**src/rtl/mul_issue_ctrl.sv**
```systemverilog
// Queues operand pairs for a 32-cycle sequential multiplier, issuing only on phase 0 and
// capturing the product one window later into a result FIFO. MUL_ISSUE_TAG_EN adds a 4-bit tag.
module mul_issue_ctrl #(
  parameter int DEPTH  = 4,
  parameter int RDEPTH = 2
) (
  input  logic        clk,
  input  logic        rst,
  input  logic        in_valid,
  output logic        in_ready,
  input  logic [31:0] in_a,
  input  logic [31:0] in_b,
`ifdef MUL_ISSUE_TAG_EN
  input  logic [3:0]  in_tag,
  output logic [3:0]  out_tag,
`endif
  output logic [31:0] mul_a,
  output logic [31:0] mul_b,
  input  logic [63:0] mul_c,
  output logic        out_valid,
  input  logic        out_ready,
  output logic [63:0] out_c
);

  localparam int AW = $clog2(DEPTH);
  localparam int RW = $clog2(RDEPTH);

  logic [4:0]    r_phase;
  logic [31:0]   r_a_mem [DEPTH];
  logic [31:0]   r_b_mem [DEPTH];
  logic [AW-1:0] r_op_wr, r_op_rd;
  logic [AW:0]   r_op_cnt;
  logic [63:0]   r_c_mem [RDEPTH];
  logic [RW-1:0] r_res_wr, r_res_rd;
  logic [RW:0]   r_res_cnt;
  logic          r_inflight;
  logic [31:0]   r_mul_a, r_mul_b;

  logic          w_phase0, w_push, w_issue, w_capture, w_pop;
  logic [RW:0]   w_occupied;

  assign w_phase0  = (r_phase == 5'd0);
  assign in_ready  = (r_op_cnt < (AW+1)'(DEPTH));
  assign out_valid = (r_res_cnt != '0);
  assign w_push    = in_valid && in_ready;
  assign w_pop     = out_valid && out_ready;
  // At most one op is in the multiplier per window, so the inflight flag is the reservation count.
  assign w_occupied = r_res_cnt + {{RW{1'b0}}, r_inflight};
  assign w_issue   = w_phase0 && (r_op_cnt != '0) && (w_occupied < (RW+1)'(RDEPTH));
  assign w_capture = w_phase0 && r_inflight;

  assign mul_a = w_phase0 ? (w_issue ? r_a_mem[r_op_rd] : 32'd0) : r_mul_a;
  assign mul_b = w_phase0 ? (w_issue ? r_b_mem[r_op_rd] : 32'd0) : r_mul_b;
  assign out_c = out_valid ? r_c_mem[r_res_rd] : 64'd0;

  always_ff @(posedge clk or negedge rst) begin
    if (!rst) begin
      r_phase    <= 5'd0;
      r_inflight <= 1'b0;
      r_mul_a    <= 32'd0;
      r_mul_b    <= 32'd0;
    end else begin
      r_phase <= r_phase + 5'd1;
      if (w_phase0) begin
        r_mul_a    <= mul_a;
        r_mul_b    <= mul_b;
        r_inflight <= w_issue;
      end
    end
  end

  always_ff @(posedge clk or negedge rst) begin
    if (!rst) begin
      r_op_wr  <= '0;
      r_op_rd  <= '0;
      r_op_cnt <= '0;
    end else begin
      if (w_push)  r_op_wr <= r_op_wr + 1'b1;
      if (w_issue) r_op_rd <= r_op_rd + 1'b1;
      if (w_push && !w_issue)      r_op_cnt <= r_op_cnt + 1'b1;
      else if (!w_push && w_issue) r_op_cnt <= r_op_cnt - 1'b1;
    end
  end

  always_ff @(posedge clk or negedge rst) begin
    if (!rst) begin
      r_res_wr  <= '0;
      r_res_rd  <= '0;
      r_res_cnt <= '0;
    end else begin
      if (w_capture) r_res_wr <= r_res_wr + 1'b1;
      if (w_pop)     r_res_rd <= r_res_rd + 1'b1;
      if (w_capture && !w_pop)      r_res_cnt <= r_res_cnt + 1'b1;
      else if (!w_capture && w_pop) r_res_cnt <= r_res_cnt - 1'b1;
    end
  end

  always_ff @(posedge clk) begin
    if (w_push) begin
      r_a_mem[r_op_wr] <= in_a;
      r_b_mem[r_op_wr] <= in_b;
    end
    if (w_capture) r_c_mem[r_res_wr] <= mul_c;
  end

`ifdef MUL_ISSUE_TAG_EN
  logic [3:0] r_t_mem  [DEPTH];
  logic [3:0] r_rt_mem [RDEPTH];
  logic [3:0] r_slot_tag;

  always_ff @(posedge clk or negedge rst) begin
    if (!rst)         r_slot_tag <= 4'd0;
    else if (w_issue) r_slot_tag <= r_t_mem[r_op_rd];
  end

  // The slot tag is read here before the same-cycle issue overwrites it.
  always_ff @(posedge clk) begin
    if (w_push)    r_t_mem[r_op_wr]   <= in_tag;
    if (w_capture) r_rt_mem[r_res_wr] <= r_slot_tag;
  end

  assign out_tag = out_valid ? r_rt_mem[r_res_rd] : 4'd0;
`endif

endmodule

```
**config.mk**
```make
export PLATFORM = sky130hd
export DESIGN_NAME = mul_issue_ctrl
export DESIGN_NICKNAME = d
export VERILOG_FILES = /design/src/rtl/mul_issue_ctrl.sv
export SDC_FILE = /design/constraint.sdc
export NUM_CORES = 1
export LEC_CHECK = 0
export CORE_ASPECT_RATIO = 0.5
export CORE_MARGIN = 2
export CORE_UTILIZATION = 40
export DETAILED_ROUTE_END_ITERATION = 12
export GPL_TIMING_DRIVEN = 0
export MAX_ROUTING_LAYER = met4
export SLEW_MARGIN = 10
export SYNTH_ARGS = -nofsm -noshare
export SYNTH_HDL_FRONTEND = slang
export SYNTH_SLANG_ARGS = --single-unit
```
**constraint.sdc**
```tcl
create_clock -name clk -period 7.4 [get_ports clk]
set_clock_uncertainty 0.2 [all_clocks]
set_input_delay 1.48 -clock clk [delete_from_list [all_inputs] [get_ports clk]]
set_output_delay 1.48 -clock clk [all_outputs]
set_load 0.005 [all_outputs]
```
After elaboration in Yosys (flattened, before gate mapping) --
Memory sizes are Yosys's and may differ from the RTL's. Index checks and enable logic that the tools add are counted.
Word-level totals: input bits 132, register bits 81, memories 3, memory bits (writable) 384, output and inout bits 130
Cells by class: $lt $le $gt $ge 2, mux-type cells 13, reduce and logical (&&, ||, !) cells 18, add/subtract/negate cells 10
Memory list:
- r_a_mem | words 4, bits a word 32, rd ports 1, clocked after memory_dff 0, write ports 1, line 29 | logic [31:0] r_a_mem [DEPTH];
- r_b_mem | words 4, bits a word 32, rd ports 1, clocked after memory_dff 0, write ports 1, line 30 | logic [31:0] r_b_mem [DEPTH];
- r_c_mem | words 2, bits a word 64, rd ports 1, clocked after memory_dff 0, write ports 1, line 33 | logic [63:0] r_c_mem [RDEPTH];
Operators by type and width (count):
- $mux W32 | 4
- $mux W64 | 1
- $logic_and A1 B1 Y1 | 9
- $add A2 B1 Y2 const B | 3
- $mux W3 | 2
- $reduce_bool A2 Y1 | 3
- $add A5 B1 Y5 const B | 1
- $logic_not A5 Y1 | 1
- $logic_not A1 Y1 | 4
- $mux W1 | 4
- $mux W2 | 2
- $add A3 B1 Y3 const B | 1
- $lt A3 B3 Y1 const B | 1
- $reduce_bool A3 Y1 | 1
- $sub A3 B1 Y3 const B | 1
- $add A1 B1 Y1 const B | 2
- $add A2 B1 Y2 | 1
- $lt A2 B2 Y1 const B | 1
- $sub A2 B1 Y2 const B | 1

Longest topological paths before layout --
depth in word-level cells 6, gate-level depth with buffers 13

Least setup slack after synthesis --
No wires, ideal clock.
path kind register to register, start register r_phase[0], end memory r_c_mem[0][0] (enable), period minus slack after synthesis 4367 ps, buffers on the path 0, arrival time 3681 ps, setup time 486 ps, stages on the path, launching flop included 6, slack 3033 ps, path through dfrtp_1 inv_1 ha_1 nor4b_1 nand2_1 nor2_1
On the way: cells in the longest elaborated chain, start to end 4
Ends and longest elaborated chain:
- from (decl) | line 28 | logic [4:0] r_phase;
- from (signal assigned) | line 63 | r_phase <= r_phase + 5'd1;
- $logic_not A5 Y1 | line 42 | assign w_phase0 = (r_phase == 5'd0);
- $logic_and A1 B1 Y1 | line 50 | assign w_capture = w_phase0 && r_inflight;
- $mux W1 | line 103 | if (w_capture) r_c_mem[r_res_wr] <= mul_c;
- $mux W1 (not written as such) | line 103
- to (decl) | line 33
No other way between the ends.

Final worst setup path --
start register r_phase[0], end output mul_a[28]
On the way: cells in the longest elaborated chain, start to end 5
Ends and longest elaborated chain:
- $logic_not A5 Y1 * | line 42
- $logic_and A1 B1 Y1 (2 in series) | line 49 | assign w_issue = w_phase0 && (r_op_cnt != '0) && (w_occupied < (RW+1)'(RDEPTH));
- $mux W32 | line 52 | assign mul_a = w_phase0 ? (w_issue ? r_a_mem[r_op_rd] : 32'd0) : r_mul_a;
- $mux W32 * | line 52
- to (decl) | line 17 | output logic [31:0] mul_a,
Mark *: on every way between the ends. The rest lies on a longest branch, timed or not.

==> metrics.md <==
| Metric | Value |
|---|---|
| Worst Setup SP | r_phase[0]$_DFF_PN0_ |
| Total Wirelength | 39.0 mm |
| Largest net degree at the start of global routing | 46 |
| CTS Buf Count | 43 |
| Startpoint Class | flip-flop |
| Drt drc | 0 |
| Register share of total power | 0.440 |
| Clock sinks | 465 |
| First-pass GRT wire length | 60.0 mm |
| Final hold vios | 0 |
| Synthesis-stage register bit count | 465 |
| Cell count after synthesis | 902 |
| Status | finished, final reports clean |
| Setup bufs post-CTS | 0 |
| GP Congestion | 0.734 |
| Core area | 43600 um2 |
| PostCTS Resize Cnt | 0 |
| Setup TNS | 0 ps |
| I/O Buffers | 261 |
| Fin crit period | 5210 ps |
| Avg Cell Area, Syn | 19.6 um2 |
| Area grow syn2layout | 27.6% |
| Clock transition at path regs | 70 ps |
| Clock Path Buffers | 3 |
| Post-CTS Hold Fix Bufs | 0 |
| Period utilization | 0.704 |
| Vias in the first global route | 10200 |
| Synthesis Warnings | 0 |
| Comb pwr share | 0.283 |
| Crit Reg-Reg Startpoint | r_phase[0]$_DFF_PN0_ |
| DIE AREA | 46000 um2 |
| Achievable Freq | 192 MHz |
| Register area share after synthesis | 0.766 |
| Pint | 5530 uW |
| CTS tree | yes |
| Synthesized area | 17700 um2 |
| Max Slew Vio Count | 0 |
| Via density | 5.09 |
| Hold_sp | r_phase[0]$_DFF_PN0_ |
| Switching portion of total power | 0.265 |
| Area post-placement | 21300 um2 |
| DR vias | 9348 |
| Relative slew margins | 0.399 |
| Switching power of the nets | 2000 uW |
| Initial antenna violation count | 0 |
| Max cap viols | 0 |
| Post-Syn Nets | 1043 |
| Number of placed I/O pins | 262 |
| Unique masters post-synth | 28 |
| Final nets | 1357 |
| Drt first pass iters | 5 |
| Wire length per cell | 21.3 um |
| Critical Path RT | 5720 ps |
| Number of diodes | 0 |
| Total track usage | 0.176 |
| H-tree levels | 2 |
| HP Class | flip-flop to flip-flop |
| Leakage power | 0.00786 uW |
| Critical path class | flip-flop to output pin |
| CP max FO | 10 |
| Grt total ovfl | 0 |
| Remaining antenna violation count | 0 |
| Peak supply drop | 177 uV |
| Share of layout cells above drive strength 1 | 0.123 |
| Worst skew pair latency | 550 ps |
| DRT iter0 DRCs | 577 |
| Unrepaired setup endpoints after global routing | no |
| Final number of setup-violating endpoints | 0 |
| Worst setup EP type | output pin |
| Initial Utilization | 0.406 |
| Post-route cell area | 22600 um2 |
| Root buf cell | clkbuf_16 |
| Slew @ Worst Pin | 902 ps |
| Rows | 54 |
| Power density over the cells | 334 nW/um2 |
| Detailed Place HPWL | 24.7 mm |
| Die width | 301 um |
| CP arrival | 3530 ps |
| Die Height | 153 um |
| Fraction of power consumed by the clock network | 0.278 |
==> layer usage <==
layer / share of wire / vias up / global-route usage
met4: 0.019 / 0 / 0.0381
li1: - / 4253 / -
met2: 0.54 / 181 / 0.313
met5: 0 / - / -
met3: 0.044 / 59 / 0.0319
met1: 0.40 / 4855 / 0.208
==> flip-flops by register name (all words and copies together) (netlist names) <==
register and flops:
r_a_mem 128, r_b_mem 128, r_c_mem 128, r_mul_a 32, r_mul_b 32, r_phase 5
r_op_cnt 3, r_op_rd 2, r_op_wr 2, r_res_cnt 2, r_inflight 1, r_res_rd 1
r_res_wr 1
==> cells in the final DEF (no fill, tap or decap), types with 2 or more instances in the layout <==
cell               n
buf_1             10
clkinv_1           4
nand3_1            3
nor2_1            67
clkbuf_1          49
and2_4             4
buf_4              8
mux4_2            64
buf_2             10
a22o_1           128
xor2_1             5
nand2_1            5
dfrtp_1           81
inv_1             10
clkinv_8           2
xnor2_1            9
clkinv_2           4
buf_16             5
clkbuf_16         43
edfxtp_1         384
clkdlybuf4s50_1  260
buf_12             3
ha_1               8
mux2i_1           64
clkbuf_8           5
==> path summary, 6_finish.rpt <==
check	end	slack (ps)	depth (start not counted)
worst max-delay path	mul_a[28]	2190	8
worst min-delay path	r_phase[0]$_DFF_PN0_	280	1
worst max register to register	r_op_cnt[1]$_DFFE_PN0P_	4120	11
worst min register to register	r_phase[0]$_DFF_PN0_	280	1
max in group asynchronous	r_mul_b[22]$_DFFE_PN0N_	5630	2
min in group asynchronous	r_mul_a[7]$_DFFE_PN0N_	710	1
==> through the flow <==
| step | utilization | setup WS [ps] | std cells | hold slack (ps) | power, uW |
|---|---|---|---|---|---|
| 2_1_floorplan | - | 3030 | 902 | 242 | 4500 |
| 3_3_place_gp | 0.483 | 1130 | 1751 | 253 | 5490 |
| 3_5_place_dp | 0.488 | 2680 | 1759 | 281 | 5540 |
| 4_1_cts | 0.518 | 2070 | 1836 | 291 | 7650 |
| 5_1_grt | 0.518 | 1910 | 1836 | 318 | 7900 |
| 6_report | 0.518 | 2190 | 1836 | 283 | 7530 |
==> power by group through the flow <==
stage | logic (uW) | registers, uW | clock network (uW)
after global routing | 2310 | 3340 | 2250
final | 2130 | 3310 | 2090
after floorplan | 1160 | 3340 | 0
after CTS | 2190 | 3310 | 2150
after detailed placement | 2180 | 3360 | 0
after global placement | 2120 | 3370 | 0
==> critical path, cell delays in order (launching register included) <==
cell             delay (ps)
dfrtp_1                 370
inv_1                    70
ha_1                    210
or4b_1                  170
clkbuf_1                210
clkbuf_1                600
clkbuf_1                520
a22o_1                  290
clkdlybuf4s50_1         520
==> cell usage after synthesis, drive strengths merged <==
| cell | count | area, um2 |
|---|---|---|
| mux2 | 1 | 11.3 |
| nand2 | 5 | 18.8 |
| o21ai | 1 | 5.00 |
| buf | 27 | 140 |
| and2 | 4 | 25.0 |
| a211oi | 1 | 12.5 |
| xnor2 | 9 | 78.8 |
| edfxtp | 384 | 11500 |
| and3 | 1 | 6.26 |
| clkbuf | 31 | 116 |
| dfrtp | 81 | 2030 |
| ha | 8 | 100 |
| a2111oi | 1 | 8.76 |
| or4b | 1 | 10.0 |
| fa | 1 | 20.0 |
| nor4b | 1 | 8.76 |
| a21o | 1 | 7.51 |
| inv | 10 | 37.5 |
| xor2 | 5 | 43.8 |
| a22o | 128 | 1120 |
| nand3 | 3 | 15.0 |
| nor3 | 1 | 5.00 |
| mux4 | 64 | 1440 |
| mux2i | 64 | 641 |
| nor2b | 1 | 6.26 |
| nor2 | 68 | 255 |
==> cell type report <==
cell class              count  area, um2
repair buffers            269       2810
clock inverters            11       97.6
flip-flops and latches    465      13600
well taps                 588        736
plain buffers              58        256
multi-input cells         369       3860
inverters                  10       37.5
fillers                  3518      21000
clock buffers              66       1210
==> cells by family (layout without fill, tap and decap cells) <==
kind of cell	after synthesis	in the layout	share of synthesized area
and+or+nand+nor	85	85	0.0198
xor gates and xnor gates	14	14	0.00693
AOI/OAI and AO/OA	132	132	0.0653
adders and majority gates	9	9	0.00679
muxes	129	129	0.118
buffers and inverters	68	414	0.0166
DFF	465	465	0.766
No activity file was read; power rests on OpenSTA's default activity.
